$ cat src/rtl/mavg_pkg.sv
// Shared types and helpers for the multi-channel moving-average scheduler.
// The widths here describe the default configuration. The top-level parameters
// M and N must match MAVG_M and MAVG_N, because ctx_t and avg_of are built from them.
package mavg_pkg;

    localparam int MAVG_C = 4;
    localparam int MAVG_M = 2;
    localparam int MAVG_N = 16;
    localparam int CH_W   = $clog2(MAVG_C);
    localparam int SUM_W  = MAVG_M + MAVG_N;

    // Per-channel window state: next write slot, samples held, running sum
    typedef struct packed {
        logic [MAVG_M-1:0] wr_ptr;
        logic [MAVG_M:0]   fill;
        logic [SUM_W-1:0]  sum;
    } ctx_t;

    // Window average: divide by 2^M, truncating toward zero
    function automatic logic [MAVG_N-1:0] avg_of(input logic [SUM_W-1:0] sum);
        return sum[SUM_W-1:MAVG_M];
    endfunction

endpackage

$ cat src/rtl/mavg_mc_sched_rr_arb.sv
// C-input round-robin arbiter. gnt is one-hot or zero over req & ~mask.
// The search starts one past the last channel that actually transferred.
module rr_arb #(
    parameter int C = 4
) (
    input  logic         clk,
    input  logic         rstn,
    input  logic [C-1:0] req,
    input  logic [C-1:0] mask,
    input  logic         advance,
    output logic [C-1:0] gnt
);

    localparam int IW = (C > 1) ? $clog2(C) : 1;

    logic [IW-1:0] last_q;
    logic [IW-1:0] idx;
    logic          found;

    // Pick the first eligible requester at or after last_q+1
    always_comb begin
        gnt   = '0;
        found = 1'b0;
        idx   = '0;
        for (int k = 0; k < C; k++) begin
            idx = IW'((int'(last_q) + 1 + k) % C);
            if (!found && req[idx] && !mask[idx]) begin
                gnt[idx] = 1'b1;
                found    = 1'b1;
            end
        end
    end

    // Remember the granted channel only when the transfer really happened
    always_ff @(posedge clk or negedge rstn) begin
        if (!rstn) begin
            last_q <= IW'(C - 1);
        end else if (advance) begin
            for (int i = 0; i < C; i++) begin
                if (gnt[i]) last_q <= IW'(i);
            end
        end
    end

endmodule

$ cat src/rtl/mavg_mc_sched.sv
// Multi-channel moving-average scheduler. One shared accumulate/subtract
// datapath serves C channels, each with its own 2^M-sample window in a flop store.
module mavg_mc_sched
    import mavg_pkg::*;
#(
    parameter int C = MAVG_C,
    parameter int M = MAVG_M,
    parameter int N = MAVG_N
) (
    input  logic                 clk,
    input  logic                 rstn,
    input  logic [C*N-1:0]       ch_sample,
    input  logic [C-1:0]         ch_valid,
    output logic [C-1:0]         ch_ready,
    input  logic [C-1:0]         ch_clr,
    output logic [N-1:0]         avg,
    output logic [$clog2(C)-1:0] avg_ch,
    output logic                 avg_valid
);

    localparam int          AW   = $clog2(C);
    localparam logic [M:0]  FULL = (M+1)'(2**M);

    ctx_t                  ctx_q   [C];
    logic [N-1:0]          store_q [C][2**M];

    logic [C-1:0]          gnt;
    logic                  xfer;
    logic [AW-1:0]         g_p0;
    logic [N-1:0]          smp_p0;
    logic [N-1:0]          old_p0;
    ctx_t                  cur_p0;
    logic                  full_p0;
    logic [SUM_W-1:0]      sum_p0;
    logic [M:0]            fill_p0;
    logic                  vld_p0;

    rr_arb #(.C(C)) u_arb (
        .clk     (clk),
        .rstn    (rstn),
        .req     (ch_valid),
        .mask    (ch_clr),
        .advance (xfer),
        .gnt     (gnt)
    );

    // Grant decode and shared window update for the granted channel
    always_comb begin
        ch_ready = rstn ? gnt : '0;
        xfer     = |ch_ready;
        g_p0     = '0;
        for (int i = 0; i < C; i++) begin
            if (ch_ready[i]) g_p0 = AW'(i);
        end
        smp_p0  = ch_sample[int'(g_p0)*N +: N];
        cur_p0  = ctx_q[g_p0];
        full_p0 = (cur_p0.fill == FULL);
        old_p0  = full_p0 ? store_q[g_p0][cur_p0.wr_ptr] : '0;
        sum_p0  = cur_p0.sum + SUM_W'(smp_p0) - SUM_W'(old_p0);
        fill_p0 = full_p0 ? cur_p0.fill : cur_p0.fill + 1'b1;
        vld_p0  = xfer && (fill_p0 == FULL);
    end

    // ---- stage p0 -> context / store registers ----
    // Clear wins over update. The store is not cleared, because fill gates every read.
    always_ff @(posedge clk or negedge rstn) begin
        if (!rstn) begin
            for (int i = 0; i < C; i++) begin
                ctx_q[i] <= '0;
                for (int j = 0; j < 2**M; j++) store_q[i][j] <= '0;
            end
        end else begin
            for (int i = 0; i < C; i++) begin
                if (ch_clr[i]) begin
                    ctx_q[i] <= '0;
                end else if (ch_ready[i]) begin
                    ctx_q[i] <= '{wr_ptr: cur_p0.wr_ptr + 1'b1, fill: fill_p0, sum: sum_p0};
                end
            end
            if (xfer) store_q[g_p0][cur_p0.wr_ptr] <= smp_p0;
        end
    end

    // ---- stage p0 -> output register ----
    // Present the average whenever the updated window is full; hold it otherwise
    always_ff @(posedge clk or negedge rstn) begin
        if (!rstn) begin
            avg_valid <= 1'b0;
            avg       <= '0;
            avg_ch    <= '0;
        end else begin
            avg_valid <= vld_p0;
            if (vld_p0) begin
                avg    <= avg_of(sum_p0);
                avg_ch <= g_p0;
            end
        end
    end

endmodule

$ cat config.mk
export PLATFORM = sky130hd
export DESIGN_NAME = mavg_mc_sched
export DESIGN_NICKNAME = d
export VERILOG_FILES = /design/src/rtl/mavg_pkg.sv /design/src/rtl/mavg_mc_sched_rr_arb.sv /design/src/rtl/mavg_mc_sched.sv
export SDC_FILE = /design/constraint.sdc
export NUM_CORES = 1
export LEC_CHECK = 0
export BUFFER_PORTS_ARGS = -buffer_cell sky130_fd_sc_hd__buf_2
export CAP_MARGIN = 25
export CORE_ASPECT_RATIO = 1.4
export CORE_MARGIN = 2
export CORE_UTILIZATION = 40
export CTS_CLUSTER_DIAMETER = 40
export CTS_CLUSTER_SIZE = 20
export DETAILED_ROUTE_END_ITERATION = 12
export REMOVE_ABC_BUFFERS = 1
export SLEW_MARGIN = 30
export SYNTH_ARGS = -nofsm -noshare
export SYNTH_HDL_FRONTEND = slang
export SYNTH_HIERARCHICAL = 1
export SYNTH_SLANG_ARGS = --single-unit
$ cat constraint.sdc
create_clock -name clk -period 9.85 [get_ports clk]
set_input_delay 1.97 -clock clk [delete_from_list [all_inputs] [get_ports clk]]
set_output_delay 1.97 -clock clk [all_outputs]
set_load 0.1 [all_outputs]
# == Yosys cells after proc, flatten, opt, wreduce, memory -nomap -nowiden ==
# Index checks and enable logic that the tools add are counted.
# Widths: inputs -> output; s select.
# totals
ff_bits,369
input_bits,74
output_inout_bits,23
elab_cells,151
# op_classes
add_sub_neg,8
n_lt_le_gt_ge,12
eq_ne,2
shifts,1
n_mux,63
bitwise_logic,5
reduce_logical,28
# ops
cell,n
$bwmux 256,1
$mux 23,10
$mux 64,3
$bmux 64 s2,1
$demux 64 s2,1
$mux 16,4
$shiftx 64x7->16,1
$bmux 23 s2,1
$bmux 16 s2,1
$demux 16 s2,1
$mux 4,5
$add 18x16->18,1
$sub 18x16->18,1
$bmux 1 s2,8
$mux 1,16
$logic_and 1x1->1,14
$lt 2x3->1 const B,4
$mux 2,6
$or 4x4->4,3
$demux 1 s2,4
$ge 2x1->1 const B,4
$reduce_bool 2->1,4
$logic_not 1->1,7
$add 2x1->2 const B,3
10 further kinds,15

# == Longest topological paths before layout ==
# Gate-level depths: netlist of run 1.
# logic_depth
ltp_word,34
depth_mapped,33

# == Modules after synthesis ==
# The synthesis of run 1 kept the hierarchy.
# modules_own_cells
mod,n_inst,cells_each,area_each_um2,seq_area_each_um2
mavg_mc_sched,1,1859,17559.3,9183.8
rr_arb,1,70,621.8,52.6

# == Worst setup path after synthesis of run 1 ==
# Ideal clock, no wire load.
# synth_timing
path_kind,in2reg
startpoint,input port ch_clr[2]
endpoint,register ctx_q[17] (netlist name)
setup_time_ps,196
arrival_ps,7706
required_time_ps,9654
path_slack_ps,1948
stages,29
n_path_buf,7
path_cell_list,nand2b_1 > mux4_2 > o21ai_0 > a21oi_1 > or2_2 > buf_2 > o21ai_2 > buf_4 > buf_4 > buf_2 > mux2i_1 > o21a_1 > ha_1 > o2111a_1 > buf_2 > clkbuf_1 > o31ai_1 > a21oi_1 > fa_1 > inv_1 > ha_1 > clkbuf_1 > a21o_1 > a21oi_1 > o21ai_0 > nor3_1 > o21bai_1 > xnor2_1 > a211oi_1
# synth_via
word_cells_on_any_way,55
cone_classes,add/sub: 2; eq/ne: 1; shift: 1; mux: 31; bitwise: 5; reduce/logical: 15
# synth_rtl
item,line,text
start: declaration,mavg_mc_sched.sv:15,"input logic [C-1:0] ch_clr,"
$bmux 1 s2,mavg_mc_sched_rr_arb.sv:27,if (!found && req[idx] && !mask[idx]) begin
$mux 1 (implied by the code),mavg_mc_sched_rr_arb.sv:27,
$logic_not 1->1,mavg_mc_sched_rr_arb.sv:27,
$logic_and 1x1->1,mavg_mc_sched_rr_arb.sv:27,
$mux 1,mavg_mc_sched_rr_arb.sv:27,
$logic_not 1->1,mavg_mc_sched_rr_arb.sv:27,
$logic_and 1x1->1 (2 in series),mavg_mc_sched_rr_arb.sv:27,
$mux 1,mavg_mc_sched_rr_arb.sv:27,
$logic_not 1->1,mavg_mc_sched_rr_arb.sv:27,
$logic_and 1x1->1 (2 in series),mavg_mc_sched_rr_arb.sv:27,
$mux 1,mavg_mc_sched_rr_arb.sv:27,
$logic_not 1->1,mavg_mc_sched_rr_arb.sv:27,
$logic_and 1x1->1 (2 in series),mavg_mc_sched_rr_arb.sv:27,
$mux 4 (*),mavg_mc_sched_rr_arb.sv:27,
via gnt[3],mavg_mc_sched.sv:27,logic [C-1:0] gnt;
$mux 4 (*),mavg_mc_sched.sv:49,ch_ready = rstn ? gnt : '0;
"parallel branches: the longest is 13 deep, another holds $add 18x16->18",--,
end signal: indexed assignment,mavg_mc_sched.sv:77,"ctx_q[i] <= '{wr_ptr: cur_p0.wr_ptr + 1'b1, fill: fill_p0, sum: sum_p0};"
end: declaration,mavg_mc_sched.sv:24,ctx_t ctx_q [C];
# Mark *: on every way through the listed nets, which the timed path passes. The select of a mux whose other input is x is not followed.
# A chain may end at the register's enable or synchronous reset.

# == Worst setup path after layout of run 1 ==
# layout_timing
startpoint,input port ch_clr[1]
endpoint,register ctx_q[38] (netlist name)
# layout_via
word_cells_on_any_way,55
cone_classes,add/sub: 2; eq/ne: 1; shift: 1; mux: 31; bitwise: 5; reduce/logical: 15
# layout_rtl
item,line,text
$bmux 1 s2,mavg_mc_sched_rr_arb.sv:27,
$mux 1 (implied by the code),mavg_mc_sched_rr_arb.sv:27,
$logic_not 1->1,mavg_mc_sched_rr_arb.sv:27,
$logic_and 1x1->1,mavg_mc_sched_rr_arb.sv:27,
$mux 1,mavg_mc_sched_rr_arb.sv:27,
$logic_not 1->1,mavg_mc_sched_rr_arb.sv:27,
$logic_and 1x1->1 (2 in series),mavg_mc_sched_rr_arb.sv:27,
$mux 1,mavg_mc_sched_rr_arb.sv:27,
(+7 left out),--,
$mux 4 (*),mavg_mc_sched_rr_arb.sv:27,
via gnt[3],mavg_mc_sched.sv:27,
$mux 4 (*),mavg_mc_sched.sv:49,
$mux 2 (*),mavg_mc_sched.sv:53,if (ch_ready[i]) g_p0 = AW'(i);
"parallel branches: the longest is 9 deep, another holds $add 18x16->18",--,
$sub 18x16->18 (*),mavg_mc_sched.sv:59,sum_p0 = cur_p0.sum + SUM_W'(smp_p0) - SUM_W'(old_p0);
$mux 23 (*),mavg_mc_sched.sv:76,end else if (ch_ready[i]) begin
$mux 23 (*),mavg_mc_sched.sv:74,if (ch_clr[i]) begin
# Marked as above.

==> metrics, run 1 <==
area grow syn2layout 13.07%; drt drc 0; Synth top area share 50.51%; Slew @ Worst Pin 990.3 ps; top_reg_cell synth dfrtp_1; FMAX 120.8 MHz; Distinct cells, synth 74; Final setup viols 0; final core occ a little under half; max cap viols 0; total die area about 0.047 mm²; Die W 184.2 µm; drt first pass iters 6; GPL Wtd Cong 0.9025; fin crit share 84.02%; initial drt markers 1198; Post-Synth Simple-Gate Area approximately an eighth; RSZ-0062 raised after global routing no; post-cts resize count 0; Post-Syn Instances 1929; routed via count ~15000; PortBufs 96; clk slew on worst S/H paths 70 ps; worst skew pair latency about 540 ps; initial antenna violation count 0; total wire length about 56000 µm; crit path buf inv count 2; CP endpoint kind flop; grt met2 use 42.44%; Ys Warns 6; Routed Antenna Nets 0; Seq/Total Area, Yosys 50.80%; minimum clock period 8276 ps; worst hold-check path type reg2reg; post-synthesis adder-cell area fraction about 3.8%; CTS tree yes; NumNets Final ~2100; Antenna diodes 0; Overflow after GRT 0; GR Util met1 between 20 and 30%; CP peak stage delay 790 ps; pin count of the biggest net entering global routing 125; Worst Path Max Fanout 15; num rows 92; layout cells sized above 1 14.01%; H-tree depth 2; Initial Util 40.40%; Slew HR 33.98%; Seq cells post-synth 369; Setup CP Type in2reg; Mapped Area about 0.018 mm²; CP top delay family compound AO/OA/AOI/OAI gates; first-pass GRT wire length approximately 90000 µm; mux contribution to synthesized area 3.386%; clk root buf clkbuf_16; Core Box Area around 0.045 mm²; fill count 4351; Post-CTS Hold Buffers 0; startpoint types primary input; DP Wirelength 35300 µm; Fin. Hold Viols 0; async set-or-reset flop fraction in the synthesized netlist 100.0%; Die Ht 256.3 µm; leading area contributor after synthesis dfrtp_1; critical path, cell by cell buf_2, nand2b_1, mux4_2, a311o_1, a21oi_1, or2_2, or2_1, o21ai_2, a22oi_1, o21a_1, ha_1, o2111a_1, o31ai_1, a21oi_1, fa_1, inv_1, ha_1, a21o_1, a21oi_1, a2111oi_0, nor3_1, o21ai_0, xnor2_1, o21ai_0; clk_skew ~18 ps; Post-Synth XOR/XNOR Area less than 1%; average cell area after synthesis 9.425 µm²; post-DR vias/cell 5.773; # IOs slightly below 100; Clock Sinks 369; Compound-Gate Fraction of Synth Area 23.49%; EDFF count, synth 0; CTS max path bufs 3; largest family of logic cells by synthesized area compound AO/OA/AOI/OAI gates; vias in the first global route 15286; Avg WL per Cell 21.54 µm; met3 GRT Util 2.869%; Arr. time, crit path 8680 ps; total global-route track usage 24.11%; total CTS buffers 40; Synth area leaders dfrtp_1 (51%), o21ai_0 (8.5%), nand2_1 (8.3%); Final Max Tran Viols 0; status complete, no violations; Crit path required time roughly 10000 ps; layer with the highest usage met2; most used cell, CP a21oi_1; postcts setup bufs 0; crit path max-delay cell type o2111a_1
==> synthesized netlist by cell type, types with 3 or more instances <==
master / number
a211oi_1: 38
a21o_1: 9
a21oi_1: 100
a221oi_2: 6
a222oi_1: 14
a22oi_1: 8
a31oi_1: 4
a32o_1: 10
a32oi_1: 6
and2_1: 3
buf_1: 5
buf_2: 20
buf_4: 6
buf_6: 5
clkbuf_1: 125
dfrtp_1: 367
fa_1: 16
ha_1: 30
inv_1: 43
mux2_2: 15
mux2_4: 8
mux2i_1: 21
mux4_2: 4
nand2_1: 404
nand2b_1: 16
nand3_1: 13
nand3b_1: 21
nand4_1: 5
nor2_1: 61
nor2b_1: 9
nor3_1: 6
nor3b_1: 3
o211ai_1: 11
o21a_1: 4
o21ai_0: 307
o21ai_1: 3
o21bai_1: 3
o221ai_1: 68
o22ai_1: 66
o31ai_1: 10
xnor2_1: 10
xor2_1: 5
==> sequential cells by signal (all words and copies together) (netlist names) <==
register	count
u_arb/last_q	2
store_q	256
avg_ch	2
avg	16
ctx_q	92
avg_valid	1
==> final cells by class <==
| type | count | area [µm²] | area share (%) |
|---|---|---|---|
| multi-input combinational | 1352 | 8085 | 39.33 |
| timing repair buffer | 159 | 979.7 | 4.766 |
| sequential | 369 | 9236 | 44.93 |
| inverter | 46 | 182.7 | 0.8886 |
| tap | 611 | 764.5 | 3.719 |
| clock buffer | 47 | 1069 | 5.198 |
| clock inverter | 25 | 240.2 | 1.169 |
==> worst register-to-register path: stages, from the launching register on <==
cell      delay [ps]
dfstp_2          750
inv_6             70
ha_1             240
or2_2            350
mux4_2           340
o21ai_0          160
a21oi_1           60
or2_2            460
nor2_1           520
nand2_2          250
o221a_2          370
clkinv_4         390
o221ai_1         260
a32o_1           330
a21oi_1          360
fa_1             480
inv_1             70
ha_1             310
o211ai_1         150
a21oi_1          460
o21a_1           240
a31oi_1          140
o21ai_0          280
xnor2_1          240
o21ai_0          160
==> cell families after synthesis <==
group	Yosys count
compound gates	685
simple gates	557
flops	369
buf+inv	208
mux	49
fa+ha+maj	46
xor+xnor	15
==> layout by cell type, fill, tap and decap left out, types with 7 or more instances in the layout <==
cell type and count:
a211oi_1 38, a21o_1 9, a21oi_1 100, a221oi_2 7
a222oi_1 14, a22oi_1 8, a32o_1 10, buf_2 95
buf_4 61, clkbuf_16 41, clkinv_4 7, dfrtp_1 367
fa_1 16, ha_1 30, inv_1 42, inv_6 10
mux2_2 15, mux2_4 8, mux2i_1 21, nand2_1 403
nand2b_1 15, nand3_1 13, nand3b_1 21, nor2_1 60
nor2b_1 9, o211ai_1 11, o21ai_0 307, o221ai_1 68
o22ai_1 66, o31ai_1 10, xnor2_1 10
==> routing by layer <==
layer,share of wire [%],vias to the layer above
li1,-,6963
met1,40,7448
met2,51,513
met3,4.8,139
met4,4.5,0
met5,0,-
==> final timing paths <==
check	end	depth (start not counted)	start	slack, ps
max in group asynchronous	store_q[247]$_DFFE_PN0P_	3	rstn	6370
setup reg to reg	ctx_q[85]$_DFFE_PN0P_	24	u_arb/last_q[0]$_DFFE_PN1P_	2290
hold reg to reg	store_q[118]$_DFFE_PN0P_	2	store_q[118]$_DFFE_PN0P_	480
hold / removal	store_q[118]$_DFFE_PN0P_	2	store_q[118]$_DFFE_PN0P_	480
setup / recovery	ctx_q[38]$_DFFE_PN0P_	24	ch_clr[1]	1570
min in group asynchronous	ctx_q[69]$_DFFE_PN0P_	1	rstn	1500
==> metrics by stage <==
stage / area (µm²) / instances / TNS [ps] / setup WS [ps] / hold WS, ps
global route: 20560 / 2609 / 0 / 1196 / 501.7
detailed placement: 19240 / 2537 / 0 / 1107 / 466.4
global placement: 19240 / 2537 / 0 / 1202 / 460.8
CTS: 20550 / 2609 / 0 / 1696 / 482.3
floorplan: 17480 / 1767 / -13720 / -345.8 / 450.1
finish: 20560 / 2609 / 0 / 1574 / 481.1
Power of run 1 is not shown: default switching activity piles up to over one toggle a cycle in this logic, so the estimate is an artifact.
==> run 2, diff against run 1 <==
Settings changed: ABC_AREA from default to 1.
Clock period 9.85 ns to 8.6 ns, I/O delays scaled along.
==> run 2 against run 1 <==
- global-route usage up 0.44 points
- critical path depth up 5
- clock skew up 7.6 ps
- count of clock-buffer cells in the layout unchanged
- worst setup slack worse by 8.5 ps
- cell count up 26%
- register-to-register slack worse by 460 ps
- critical endpoint is now avg[7]$_DFFE_PN0P_
==> metrics, run 2 <==
final worst slack 1565 ps; CP top delay family simple AND/OR/NAND/NOR gates; worst skew pair latency 570 ps; vias in the first global route between 15000 and 20000; Overflow after GRT 0; CTS tree yes; Slew HR a little under two fifths; most used cell, CP nand2_1; Largest register FFs 256; DP Area around 0.021 mm²; NumNets Final 2745; total wire length 61470 µm; drt drc 0; Distinct cells, synth 44; FF-to-FF path depth 30; fin crit share 81.80%; Crit. path cell count 29; Ys Warns 6; Setup CP Type in2reg; Core Box Area 0.04889 mm²; fill count 4862; FMAX 142.2 MHz; async set-or-reset flop fraction in the synthesized netlist 100.0%; area grow syn2layout 12.58%; Post-CTS Hold Buffers 0; capture point of the worst path avg[7]$_DFFE_PN0P_; # IOs 97; postcts setup bufs 0; startpoint types primary input; initial antenna violation count 0; total global-route track usage 24.55%; RSZ-0062 raised after global routing no; GPL Wtd Cong 0.9162; H-tree depth 2; reg2reg end avg[7]$_DFFE_PN0P_; Antenna diodes 0; layer with the highest usage met2; top_reg_cell synth dfrtp_1; Synth top area share 46.61%; PortBufs 96; worst hold-check path type reg2reg; crit path buf inv count 6; routed via count approximately 17000; clk slew on worst S/H paths 60 ps; most frequent cells in the layout nand2_1 (931), dfrtp_1 (367), o21ai_0 (295); EDFF count, synth 0; leading area contributor after synthesis dfrtp_1; Fin. Hold Viols 0; status complete, no violations; average cell area after synthesis approximately 7.7 µm²; CTS max path bufs 3; Arr. time, crit path 7480 ps; Final Max Tran Viols 0; commonest non-fill, non-tap cell in the layout nand2_1; pin count of the biggest net entering global routing 86; clk root buf clkbuf_16; Place WS roughly 1000 ps; Seq cells post-synth around 370; max cap viols 0; Top reg by flops store_q; Post-Syn Instances 2571; CP peak stage delay 570 ps; grt met2 use 42.78%; post-DR vias/cell 5.279; initial drt markers 1452; setup_tns 0 ps; Worst Path Max Fanout 47; post-cts resize count 0; clk_skew around 26 ps; minimum clock period 7035 ps; final core occ approximately 45%; Clock Sinks 369; Die W 191.6 µm; Final setup viols 0; top flop regs store_q: 256 flops, ctx_q: 92 flops, avg: 16 flops; met3 GRT Util under 10%; first-pass GRT wire length 97570 µm; DP Wirelength 40510 µm; GR Util met1 30.46%; Reg-to-Reg Start u_arb/last_q[0]$_DFFE_PN1P_; Initial Util 40.31%; Die Ht 266.6 µm; Routed Antenna Nets 0; Mapped Area 0.01971 mm²; r2r setup slk 1830 ps; drt first pass iters 6; CP endpoint kind flop; Synth area leaders dfrtp_1 (47%), nand2_1 (18%), o21ai_0 (7.5%); total CTS buffers 43; Avg WL per Cell between 15 and 20 µm; num rows 96; count leader, synth nand2_1; fin area 0.02218 mm²; Post-synth top cells nand2_1 (932), dfrtp_1 (367), o21ai_0 (295); crit path max-delay cell type buf_4; total die area 0.05108 mm²; layout cells sized above 1 between 10% and 20%; Slew @ Worst Pin between 900 and 1000 ps; Setup crit start ch_clr[2]; Crit path required time 9050 ps; Seq/Total Area, Yosys a little under half
[run 2: cell count changes in the layout (fill, tap and decap cells not counted), sizes merged, moves of 16 or more]
| cell | previous run | this run |
|---|---|---|
| nand3b | 21 | 4 |
| mux2i | 21 | 0 |
| buf | 159 | 140 |
| mux2 | 23 | 0 |
| nand2 | 404 | 946 |
| o211ai | 12 | 33 |
| a21oi | 100 | 42 |
| nand2b | 16 | 0 |
| nor2 | 61 | 109 |
| a211oi | 38 | 0 |
| inv | 56 | 316 |
| nand3 | 13 | 109 |
| o221ai | 69 | 14 |
[run 2: worst min path at each step]
stage	from	end	slack, ps	cells past startpoint
finish	avg[0]$_DFFE_PN0P_	avg[0]$_DFFE_PN0P_	470	2
global route	avg[11]$_DFFE_PN0P_	avg[11]$_DFFE_PN0P_	490	2
CTS	avg[2]$_DFFE_PN0P_	avg[2]$_DFFE_PN0P_	470	2
detailed placement	avg[2]$_DFFE_PN0P_	avg[2]$_DFFE_PN0P_	460	2
global placement	avg[3]$_DFFE_PN0P_	avg[3]$_DFFE_PN0P_	460	2
floorplan	ctx_q[33]$_DFFE_PN0P_	ctx_q[33]$_DFFE_PN0P_	440	2
[run 2: area by class of cell]
type	count	area [µm²]	area share (%)
sequential	369	9236	41.64
inverter	308	1162	5.240
tap	637	797.0	3.593
timing repair buffer	140	837.1	3.773
clock buffer	47	1132	5.104
multi-input combinational	1763	8691	39.18
clock inverter	33	327.8	1.478
[run 2: worst register-to-register path, delay by kind of cell (launching register included)]
| kind | cells | cell delay (ps) |
|---|---|---|
| and+or+nand+nor | 19 | 2630 |
| xor gates and xnor gates | 1 | 470 |
| buffers and inverters | 6 | 1630 |
| DFF | 1 | 660 |
| AOI/OAI and AO/OA | 1 | 230 |
| adders and majority gates | 3 | 1060 |
[run 2: through the flow]
stage / instances / hold slack (ps)
finish: 3297 / 465.2
global route: 3297 / 488.8
CTS: 3297 / 474.5
detailed placement: 3217 / 457.4
global placement: 3217 / 456.2
floorplan: 2440 / 443.9
[run 2: per-layer routing]
metal / vias up / part of all wire, %
li1: 8295 / -
met1: 8396 / 41
met2: 566 / 50
met3: 149 / 4.9
met4: 0 / 3.8
met5: - / 0
[run 2: cells by family (layout without fill, tap and decap cells)]
family	after synthesis	after routing	synth area share, %
flip-flops	369	369	46.87
XOR/XNOR	11	11	0.4889
AND/OR/NAND/NOR	1199	1199	25.43
AO/OA/AOI/OAI	507	507	14.58
buffers and inverters	439	528	9.099
adder cells (fa/ha/maj)	46	46	3.530
Power of run 2 is left out for the same reason.
==> run 3, diff against run 2 <==
Clock period 8.6 ns to 7.3 ns, I/O delays scaled along.
==> run 3 against run 2 <==
- design area rose by 1.0%
- die area did not move
- count of clock-buffer cells in the layout rose by 3
- sequential share of layout area fell by 0.43 points
- via count rose by 1.1%
- cell count rose by 0.49%
- routed wire length rose by 3.0%
- first-iteration DRC count rose by 9.6%
- largest cell class unchanged
==> metrics, run 3 (synthesis results as in run 2) <==
most used cell, CP nand2_1; CP endpoint kind flop; startpoint types primary input; postcts setup bufs 0; PortBufs 96; vias in the first global route 17415; commonest non-fill, non-tap cell in the layout nand2_1; CP top delay family simple AND/OR/NAND/NOR gates; top flop regs store_q: 256 flops, ctx_q: 92 flops, avg: 16 flops; total die area 0.05108 mm²; first-pass GRT wire length 99660 µm; GPL Wtd Cong between 0.9 and 1; Fin. Hold Viols 0; worst skew pair latency 590 ps; CTS tree yes; total CTS buffers 46; Slew HR 36.57%; minimum clock period 6503 ps; setup_tns 0 ps; # IOs 97; clk_skew 36.13 ps; max cap viols 0; post-cts resize count 0; pin count of the biggest net entering global routing approximately 150; fill count 4813; Initial Util 40.31%; crit path buf inv count 7; total global-route track usage about a quarter; RSZ-0062 raised after global routing no; Overflow after GRT 0; most frequent cells in the layout nand2_1 (931), dfrtp_1 (367), o21ai_0 (295); worst hold-check path type reg2reg; Clock Sinks 369; Post-CTS Hold Buffers 0; area grow syn2layout 13.76%; clk slew on worst S/H paths 60 ps; crit path max-delay cell type xor2_1; Avg WL per Cell between 15 and 20 µm; drt drc 0; NumNets Final 2760; status complete, no violations; Core Box Area 0.04889 mm²; FF-to-FF path depth 32; hold path cells 2; area of the multi-input gates about 0.0087 mm²; initial drt markers 1591; FMAX 153.8 MHz; post-DR vias/cell ~5.3; Routed Antenna Nets 0; Final setup viols 0; H-tree depth 2; CP peak stage delay 530 ps; Arr. time, crit path 6960 ps; initial antenna violation count 0; Crit. path cell count 31; Largest register FFs 256; routed via count roughly 18000; CTS max path bufs 3; total wire length roughly 63000 µm; fin crit share 89.08%; Antenna diodes 0; Crit path required time 7750 ps; Register Area ~0.0092 mm²; Setup CP Type in2reg; DP Wirelength between 40000 and 50000 µm; Slew @ Worst Pin 951.5 ps; drt first pass iters 7; layout cells sized above 1 12.44%; Die Ht 266.6 µm; Top reg by flops store_q; Die W 191.6 µm; Worst Path Max Fanout 66; clk root buf clkbuf_16; Final Max Tran Viols 0; num rows 96
## run 3: cell count changes in the layout (fill, tap and decap cells not counted), moves of 2 or more
cell       change
clkbuf_16      +2
clkinv_8       +2
buf_4          +8
inv_8          -3
bufinv_16      +2
clkinv_4       -2
buf_12         +4
## run 3: per-stage QoR
| step | cells | util (%) | cell area (µm²) | hold WS [ps] | setup slack, ps |
|---|---|---|---|---|---|
| after detailed placement | 3229 | 42.66 | 20860 | 457.6 | 385.3 |
| after CTS | 3313 | 45.85 | 22420 | 471.4 | 984.3 |
| after global placement | 3229 | 42.65 | 20850 | 454.7 | 521.8 |
| after global routing | 3313 | 45.85 | 22420 | 490.0 | 556.4 |
| final | 3313 | 45.85 | 22420 | 465.8 | 796.8 |
| after floorplan | 2440 | - | 19070 | 443.9 | 56.63 |
## run 3: path summary, 6_finish.rpt
path | slack, ps | start | endpoint
max | 800 | ch_clr[2] | avg[7]$_DFFE_PN0P_
min | 470 | avg[3]$_DFFE_PN0P_ | avg[3]$_DFFE_PN0P_
max reg2reg | 840 | u_arb/last_q[0]$_DFFE_PN1P_ | avg[7]$_DFFE_PN0P_
min reg2reg | 470 | avg[3]$_DFFE_PN0P_ | avg[3]$_DFFE_PN0P_
max in group asynchronous | 4570 | rstn | avg_valid$_DFF_PN0_
min in group asynchronous | 790 | rstn | store_q[179]$_DFFE_PN0P_
## run 3: metal layers
layer  vias up  track usage, %  routed length (µm)
met1      8529           31.06               25490
met2       619           44.54               32050
met5         -               0                   0
met3       145           3.011                3344
met4         0           10.08                2402
li1       8312               -                   -
## run 3: area by class of cell
type,count,share of cell area (%)
flip-flops and latches,369,41.20
multi-input cells,1763,38.74
clock buffers,50,5.291
inverters,308,5.185
repair buffers,152,4.359
well taps,637,3.555
clock inverters,34,1.669
## run 3: tightest hold or removal path, stage by stage (launching register included)
cell     delay, ps
dfrtp_1        340
nand2_1         50
nand2_1         40
Power of run 3 is left out for the same reason.
